## src/rtl/bitfusion_pkg.sv

```systemverilog
// Shared Bit Fusion types and helpers.
// Used by the operand feeder and the fusion top level.
package bitfusion_pkg;

    localparam int LANE_W = 8;

    typedef enum logic [1:0] {
        ST_IDLE,
        ST_FETCH,
        ST_STREAM,
        ST_DONE
    } bf_state_e;

    localparam logic [3:0] BF_W1 = 4'd1;
    localparam logic [3:0] BF_W2 = 4'd2;
    localparam logic [3:0] BF_W4 = 4'd4;
    localparam logic [3:0] BF_W8 = 4'd8;

    function automatic logic bf_width_legal(input logic [3:0] w);
        return (w == BF_W1) || (w == BF_W2) ||
               (w == BF_W4) || (w == BF_W8);
    endfunction

endpackage

```

## src/rtl/bf_word_slicer.sv

```systemverilog
// Load/shift register emitting one lane per beat, LSB lane first.
// Shifting zero-fills, so the lane reads 0 once a word is drained.
module bf_word_slicer
    import bitfusion_pkg::*;
#(
    parameter int WORD_W = 32
) (
    input  logic              clk,
    input  logic              rst_n,
    input  logic              load_i,
    input  logic              shift_i,
    input  logic [WORD_W-1:0] word_i,
    output logic [LANE_W-1:0] byte_o
);

    logic [WORD_W-1:0] sh_q;

    // Load a fresh word, otherwise drain one lane per beat
    always_ff @(posedge clk or negedge rst_n) begin
        if (!rst_n) begin
            sh_q <= '0;
        end else if (load_i) begin
            sh_q <= word_i;
        end else if (shift_i) begin
            sh_q <= sh_q >> LANE_W;
        end
    end

    assign byte_o = sh_q[LANE_W-1:0];

endmodule

```

## src/rtl/bitfusion_operand_feeder.sv

```systemverilog
// Serialises packed act/wgt word pairs into 8-bit operand beats.
// Prefetches on the last beat of a word to keep the stream gap-free.
module bitfusion_operand_feeder
    import bitfusion_pkg::*;
#(
    parameter int WORD_W = 32,
    parameter int LEN_W  = 8
) (
    input  logic              clk,
    input  logic              rst_n,
    input  logic              start,
    input  logic [3:0]        cfg_in_width,
    input  logic [3:0]        cfg_weight_width,
    input  logic              cfg_s_in,
    input  logic              cfg_s_weight,
    input  logic [LEN_W-1:0]  cfg_len,
    input  logic              src_valid,
    output logic              src_ready,
    input  logic [WORD_W-1:0] src_act,
    input  logic [WORD_W-1:0] src_wgt,
    output logic [LANE_W-1:0] in,
    output logic [LANE_W-1:0] weight,
    output logic [3:0]        in_width,
    output logic [3:0]        weight_width,
    output logic              s_in,
    output logic              s_weight,
    output logic              op_valid,
    output logic              op_last,
    output logic              busy,
    output logic              done,
    output logic              cfg_err
);

    localparam int BEATS = WORD_W / LANE_W;
    localparam int BW    = (BEATS > 1) ? $clog2(BEATS) : 1;
    localparam logic [BW-1:0] LAST_BEAT = BW'(BEATS - 1);

    bf_state_e        state_q, state_d;
    logic [BW-1:0]    beat_q, beat_d;
    logic [LEN_W-1:0] left_q, left_d;
    logic             cfg_ok, go, last_beat, hs, ld, sh;
    logic             valid_q, last_q, busy_q, done_q, err_q;
    logic [3:0]       iw_q, ww_q;
    logic             si_q, sw_q;

    assign cfg_ok = bf_width_legal(cfg_in_width) &&
                    bf_width_legal(cfg_weight_width) &&
                    (cfg_len != '0);
    assign go        = (state_q == ST_IDLE) && start;
    assign last_beat = (beat_q == LAST_BEAT);
    assign hs        = src_ready && src_valid;

    // Ready is a pure state decode so it never waits on src_valid
    always_comb begin
        src_ready = 1'b0;
        unique case (state_q)
            ST_FETCH:  src_ready = 1'b1;
            ST_STREAM: src_ready = last_beat && (left_q != '0);
            default:   src_ready = 1'b0;
        endcase
    end

    // Next state, beat counter, remaining words and slicer controls
    always_comb begin
        state_d = state_q;
        beat_d  = beat_q;
        left_d  = left_q;
        ld      = 1'b0;
        sh      = 1'b0;
        unique case (state_q)
            ST_IDLE: begin
                if (go && cfg_ok) begin
                    state_d = ST_FETCH;
                    left_d  = cfg_len;
                end
            end
            ST_FETCH: begin
                if (hs) begin
                    ld      = 1'b1;
                    left_d  = left_q - LEN_W'(1);
                    beat_d  = '0;
                    state_d = ST_STREAM;
                end
            end
            ST_STREAM: begin
                sh = 1'b1;
                if (!last_beat) begin
                    beat_d = beat_q + BW'(1);
                end else if (left_q == '0) begin
                    state_d = ST_DONE;
                end else if (hs) begin
                    ld     = 1'b1;
                    left_d = left_q - LEN_W'(1);
                    beat_d = '0;
                end else begin
                    state_d = ST_FETCH;
                end
            end
            ST_DONE: state_d = ST_IDLE;
            default: state_d = ST_IDLE;
        endcase
    end

    // Control state registers
    always_ff @(posedge clk or negedge rst_n) begin
        if (!rst_n) begin
            state_q <= ST_IDLE;
            beat_q  <= '0;
            left_q  <= '0;
        end else begin
            state_q <= state_d;
            beat_q  <= beat_d;
            left_q  <= left_d;
        end
    end

    // Status outputs registered from the next-state view
    always_ff @(posedge clk or negedge rst_n) begin
        if (!rst_n) begin
            valid_q <= 1'b0;
            last_q  <= 1'b0;
            busy_q  <= 1'b0;
            done_q  <= 1'b0;
            err_q   <= 1'b0;
        end else begin
            valid_q <= (state_d == ST_STREAM);
            last_q  <= (state_d == ST_STREAM) &&
                       (beat_d == LAST_BEAT) && (left_d == '0);
            busy_q  <= (state_d != ST_IDLE);
            done_q  <= (state_d == ST_DONE);
            err_q   <= go && !cfg_ok;
        end
    end

    // Configuration is only replaced by a legal launch
    always_ff @(posedge clk or negedge rst_n) begin
        if (!rst_n) begin
            iw_q <= '0;
            ww_q <= '0;
            si_q <= 1'b0;
            sw_q <= 1'b0;
        end else if (go && cfg_ok) begin
            iw_q <= cfg_in_width;
            ww_q <= cfg_weight_width;
            si_q <= cfg_s_in;
            sw_q <= cfg_s_weight;
        end
    end

    bf_word_slicer #(.WORD_W(WORD_W)) u_act (
        .clk     (clk),
        .rst_n   (rst_n),
        .load_i  (ld),
        .shift_i (sh),
        .word_i  (src_act),
        .byte_o  (in)
    );

    bf_word_slicer #(.WORD_W(WORD_W)) u_wgt (
        .clk     (clk),
        .rst_n   (rst_n),
        .load_i  (ld),
        .shift_i (sh),
        .word_i  (src_wgt),
        .byte_o  (weight)
    );

    assign in_width     = iw_q;
    assign weight_width = ww_q;
    assign s_in         = si_q;
    assign s_weight     = sw_q;
    assign op_valid     = valid_q;
    assign op_last      = last_q;
    assign busy         = busy_q;
    assign done         = done_q;
    assign cfg_err      = err_q;

endmodule

```

## config.mk

```make
export PLATFORM = sky130hd
export DESIGN_NAME = bitfusion_operand_feeder
export DESIGN_NICKNAME = d
export VERILOG_FILES = /design/src/rtl/bitfusion_pkg.sv /design/src/rtl/bf_word_slicer.sv /design/src/rtl/bitfusion_operand_feeder.sv
export SDC_FILE = /design/constraint.sdc
export NUM_CORES = 1
export LEC_CHECK = 0
export CAP_MARGIN = 0
export CORE_MARGIN = 5
export CORE_UTILIZATION = 50
export DETAILED_ROUTE_END_ITERATION = 10
export GPL_ROUTABILITY_DRIVEN = 1
export PLACE_DENSITY = 0.81
export SLEW_MARGIN = 25
export SYNTH_ARGS = -nofsm -noshare
export SYNTH_HDL_FRONTEND = slang
export SYNTH_SLANG_ARGS = --single-unit
```

## constraint.sdc

```tcl
create_clock -name clk -period 2.9 [get_ports clk]
set_clock_uncertainty 0.1 [all_clocks]
set_input_delay 0.87 -clock clk [delete_from_list [all_inputs] [get_ports clk]]
set_output_delay 0.87 -clock clk [all_outputs]
set_load 0.01 [all_outputs]
```

### After elaboration in Yosys (flattened, before gate mapping)

Index checks and enable logic that the tools add are counted.

* bits of input ports: 86
* output and inout bits: 32
* register bits after elaboration: 91

* reductions and logical operators: 23
* equality and inequality tests: 15
* add/sub/neg operators: 2
* mux-type cells: 25

Operator list (count)
* two-way mux 32 bit: 4
* two-way mux 8 bit: 4
* one-hot mux 8 bit (3 select lines): 1
* logical NOT 8 bit: 2
* two-way mux 2 bit: 8
* nonzero test 8 bit: 2
* == test 2 bit (second input constant): 6
* logical AND 1 bit: 9
* == test 4 x 1 -> 1 bit (second input constant): 2
* == test 4 x 2 -> 1 bit (second input constant): 2
* == test 4 x 3 -> 1 bit (second input constant): 2
* == test 4 bit (second input constant): 2
* one-hot mux 2 bit (4 select lines): 1
* subtractor 8 x 1 -> 8 bit (second input constant): 1
* logical OR 1 bit: 6
* two-way mux 1 bit: 4
* one-hot mux 1 bit (2 select lines): 2
* one-hot mux 2 bit (2 select lines): 1
* nonzero test 2 bit: 2
* adder 2 x 1 -> 2 bit (second input constant): 1
* == test 2 x 1 -> 1 bit (second input constant): 1
* logical NOT 2 bit: 1
* logical NOT 1 bit: 1

### Logic depth before layout (Yosys ltp)

* depth in word-level cells: 12
* mapped depth: 11
* depth with buffers taken out: 8

### By module

A second synthesis with hierarchy kept.

* cell total of the unflattened synthesis: 483
* area, all modules: 4778.3 um2

By module, submodules not included
* bf_word_slicer: cells an instance 147, seq. area each 800.8 um2, area each 1571.5 um2, instances 2
* bitfusion_operand_feeder: cells an instance 189, seq. area each 675.6 um2, area each 1635.3 um2, instances 1

### Worst setup path before layout

Ideal clock, no wire load.

* path kind: input -> register
* from: in cfg_len[4]
* to: reg last_q (netlist: op_last)
* cell stages on the path: 7
* slack: 231 ps
* arrival time: 2473 ps
* path buffers: 1
* cell sequence: or4_4 -> o211a_1 -> buf_6 -> and3_1 -> a31oi_1 -> o2111ai_1 -> nor4_2

* longest elaborated chain between the ends: 8

RTL lines
* from (decl): RTL line bitfusion_operand_feeder.sv:16 `input logic [LEN_W-1:0] cfg_len,`
* nonzero test 8 bit: RTL line bitfusion_operand_feeder.sv:48 `(cfg_len != '0);`
* logical AND 1 bit: RTL line bitfusion_operand_feeder.sv:47 `bf_width_legal(cfg_weight_width) &&`
* logical AND 1 bit: RTL line bitfusion_operand_feeder.sv:72 `if (go && cfg_ok) begin`
* two-way mux 2 bit: RTL line bitfusion_operand_feeder.sv:72
* one-hot mux 2 bit (4 select lines): RTL line bitfusion_operand_feeder.sv:70 `unique case (state_q)`
* == test 2 bit: RTL line bitfusion_operand_feeder.sv:127 `last_q <= (state_d == ST_STREAM) &&`
* logical AND 1 bit: RTL line bitfusion_operand_feeder.sv:127
* logical AND 1 bit (*): RTL line bitfusion_operand_feeder.sv:128 `(beat_d == LAST_BEAT) && (left_d == '0);`
* to (signal assigned): RTL line bitfusion_operand_feeder.sv:127
* to (decl): RTL line bitfusion_operand_feeder.sv:42 `logic valid_q, last_q, busy_q, done_q, err_q;`

Mark *: on every way between the ends. The rest lies on a longest branch, timed or not.
A chain may end at the register's enable or synchronous reset.

### Worst setup path in the final report

* from: reg left_q[0]
* to: out src_ready

* longest elaborated chain between the ends: 3

RTL lines
* from (decl): RTL line bitfusion_operand_feeder.sv:40 `logic [LEN_W-1:0] left_q, left_d;`
* from (signal assigned): RTL line bitfusion_operand_feeder.sv:113 `left_q <= left_d;`
* nonzero test 8 bit: RTL line bitfusion_operand_feeder.sv:58 `ST_STREAM: src_ready = last_beat && (left_q != '0);`
* logical AND 1 bit: RTL line bitfusion_operand_feeder.sv:58
* one-hot mux 1 bit (2 select lines): RTL line bitfusion_operand_feeder.sv:56 `unique case (state_q)`
* to (decl): RTL line bitfusion_operand_feeder.sv:18 `output logic src_ready,`

Every way passes these cells.

==> results.md <==
* Status: finished, final reports clean
* # clock sinks at 91
* Leakage at 2.69 nW
* Global-route wire length before repair at 21000 um
* Drt first pass iters at 4
* Post-DRT Antenna Nets at 0
* Synth Cell Area at 0.00479 sq mm
* Initial antenna violation count at 0
* Port Buf Inserts at 117
* Gpl congestion at 0.952
* Crit path arrival time at 1.86 ns
* Warnings, synthesis at 0
* Switch Pwr at 0.00179 W
* Max_cap viols at 0
* Number of H-tree levels at 3
* Via count at 4106
* CP Launch Type: flop
* Post-Syn Nets at 579
* P_int at 0.00325 W
* FFs w/ async S/R, synth at 100%
* Grt ovf at 0
* Tot Pwr at 0.00504 W
* Register-to-register setup slack at 0.26 ns
* EDFF count, synth at 0
* Max FO, Critical Path at 2
* Final min period at 2.83 ns
* Final nets at 715
* Layout area overhead at 37.2%
* Synth top area cells: dfrtp_1 (47%), mux2i_1 (10%), o21ai_0 (7.6%), nand2_1 (6.0%), mux2_2 (2.6%)
* Finished Cell Area at 0.00658 sq mm
* Min-Delay Path Class: in -> async
* Storage cell area at 0.00228 sq mm
* #FFs+latches synth at 91
* Core area at 0.00928 sq mm
* Comb power frac at 42.3%
* DP Area at 0.00630 sq mm
* Worst skew pair latency at 0.36 ns
* Worst vdd ir at 0.395 mV
* Sequential share of the synthesized area at 47.5%
* Hpwl dp at 9760 um
* Yosys top cell by area: dfrtp_1
* Worst R2R Start: state_q[0]$_DFF_PN0_
* Ys flop type: dfrtp_1
* Clk slew on worst S/H paths at 0.10 ns
* RSZ-0062 raised after global routing: no
* Critical Path RT at 1.93 ns
* Fillers at 757
* Fmax at 353 MHz
* Die span in x at 108 um
* Commonest non-fill, non-tap cell in the layout: clkdlybuf4s50_1
* Slew @ Worst Pin at 0.763 ns
* Clock tree from TritonCTS: built
* Count of final setup violators at 0
* Sw Share at 35.5%
* Fraction of layout cells with a size suffix above 1 at 17.1%
* Maximum clock path buffer count at 2
* Kind of critical path: reg -> out
* Top-area cell type share of the netlist area at 47.5%
* Syn Inst Count at 486
* Avg Synthesized Cell Area at 9.87 sq um
* Worst r2r dst: op_last$_DFF_PN0_
* Final worst-path cycle share at 97.6%
* Vias in the first global route at 4302
* WL final at 12900 um
* Clk pwr share at 18.3%
* N_diodes at 0
* Rows at 35
* # IOs at 118
* Final design utilization at 70.8%
* CP Capture Type: primary output
* Initial DRC Count at 228
* Reg2reg path depth at 8
* Synth unique cells at 58
* Max_slew headroom at 49.0%
* Starting Density at 51.6%
* Hold Fails Final Rpt at 0
* CTS Hold Buffers Added at 0
* DRC at 0
* Power Density at 766 mW/mm^2
* Total CTS buffers at 9
* Multi-input combinational cell area at 0.00228 sq mm
* Pins Over Slew Limit at 0
* Routed length per instance at 17.1 um
* CTS Root Cell: clkbuf_8
* Pin count of the biggest net entering global routing at 93
* Sequential power share at 39.4%
* Most frequent cells in the layout: clkdlybuf4s50_1 (115), dfrtp_1 (91), nand2_1 (77), o21ai_0 (73), buf_4 (52)
* Vias/cell at 5.43
* DIE AREA at 0.0116 sq mm
* Chip height at 108 um
* Total track usage at 22.7%
-- power by group through the flow --
stage          clock network, W  registers, W  logic [W]
5_1_grt                0.000996       0.00203    0.00233
4_1_cts                0.000953       0.00198    0.00210
3_5_place_dp                  0       0.00199    0.00207
6_report               0.000924       0.00198    0.00213
3_3_place_gp                  0       0.00197    0.00203
2_1_floorplan                 0       0.00196    0.00115
-- critical path, stage by stage, from the launching register on --
cell and delay [ns]:
dfrtp_1 0.44, inv_2 0.08, ha_2 0.17, nor4b_4 0.25, a21oi_2 0.11, and2_1 0.17
dlygate4sd2_1 0.28
-- registers in the layout (all words and copies together) (netlist names) --
| signal | count |
|---|---|
| u_act.sh_q | 32 |
| u_wgt.sh_q | 32 |
| left_q | 8 |
| in_width | 4 |
| weight_width | 4 |
| beat_q | 2 |
| state_q | 2 |
| busy | 1 |
| cfg_err | 1 |
| done | 1 |
| op_last | 1 |
| op_valid | 1 |
| s_in | 1 |
| s_weight | 1 |
-- cell type report --
cell class,count,share of cell area (%)
inverter,13,0.742
timing repair buffer,170,24.2
tap,129,2.45
multi-input combinational,337,34.7
clock buffer,9,1.88
clock inverter,7,1.45
sequential,91,34.6
-- logic make-up after synthesis --
kind of cell / share of synthesized area (%)
compound gates: 15.6
xor+xnor: 0.731
fa+ha+maj: 1.83
buf+inv: 6.21
flops: 47.5
mux: 12.6
simple gates: 15.5
-- repair_timing --
action                     4_1_cts  5_1_grt
setup endpoints to repair        1        2
setup buffers                    1        2
pin swaps                        1        1
gates resized for setup          4       10
hold endpoints to repair         0        0
-- per-layer routing --
layer / vias to the layer above / track usage (%) / share of wire (%)
li1: 1986 / - / -
met1: 1938 / 29.1 / 43
met2: 151 / 37.0 / 47
met3: 31 / 4.98 / 6.4
met4: 0 / 9.74 / 3.7
met5: - / 0 / 0
-- synth_stat cells, types with 2 or more instances --
cell type and number:
buf_4 16, buf_2 4, or3_1 2, buf_6 2
or2_2 3, inv_1 13, mux2_2 11, nor2_1 10
nor2b_1 2, a211oi_1 4, nand4b_1 4, o31a_1 2
xnor2_1 4, ha_1 7, a221oi_1 3, and3_1 3
mux2i_1 48, nand2b_1 16, a31oi_1 6, or4_4 2
nor4_1 5, a21boi_0 2, dfrtp_1 91, o22ai_1 4
clkbuf_1 23, a21oi_1 8, o2111ai_1 2, nor3_1 5
nor3b_1 2, o32ai_1 2, nand2_1 77, and2_1 2
o21ai_0 73, o31ai_1 3, nor4_2 2
-- through the flow --
stage / hold slack (ns) / worst slack [ns] / TNS, ns / std cells
floorplan: 0.399 / 0.231 / 0 / 486
global placement: 0.390 / -0.334 / -2.44 / 737
detailed placement: 0.400 / -0.330 / -2.92 / 737
CTS: 0.392 / 0.0310 / 0 / 754
global route: 0.426 / 0.000221 / 0 / 756
finish: 0.385 / 0.0683 / 0 / 756
-- worst max path at each step --
stage | from | endpoint | slack, ns
2_1_floorplan | cfg_len[4] | op_last$_DFF_PN0_ | 0.23
3_3_place_gp | cfg_len[4] | op_last$_DFF_PN0_ | -0.33
3_5_place_dp | cfg_len[4] | op_last$_DFF_PN0_ | -0.33
4_1_cts | state_q[1]$_DFF_PN0_ | src_ready | 0.03
5_1_grt | left_q[0]$_DFF_PN0_ | src_ready | 0.0002
6_report | left_q[0]$_DFF_PN0_ | src_ready | 0.07
Power figures use the tool's default switching activity.
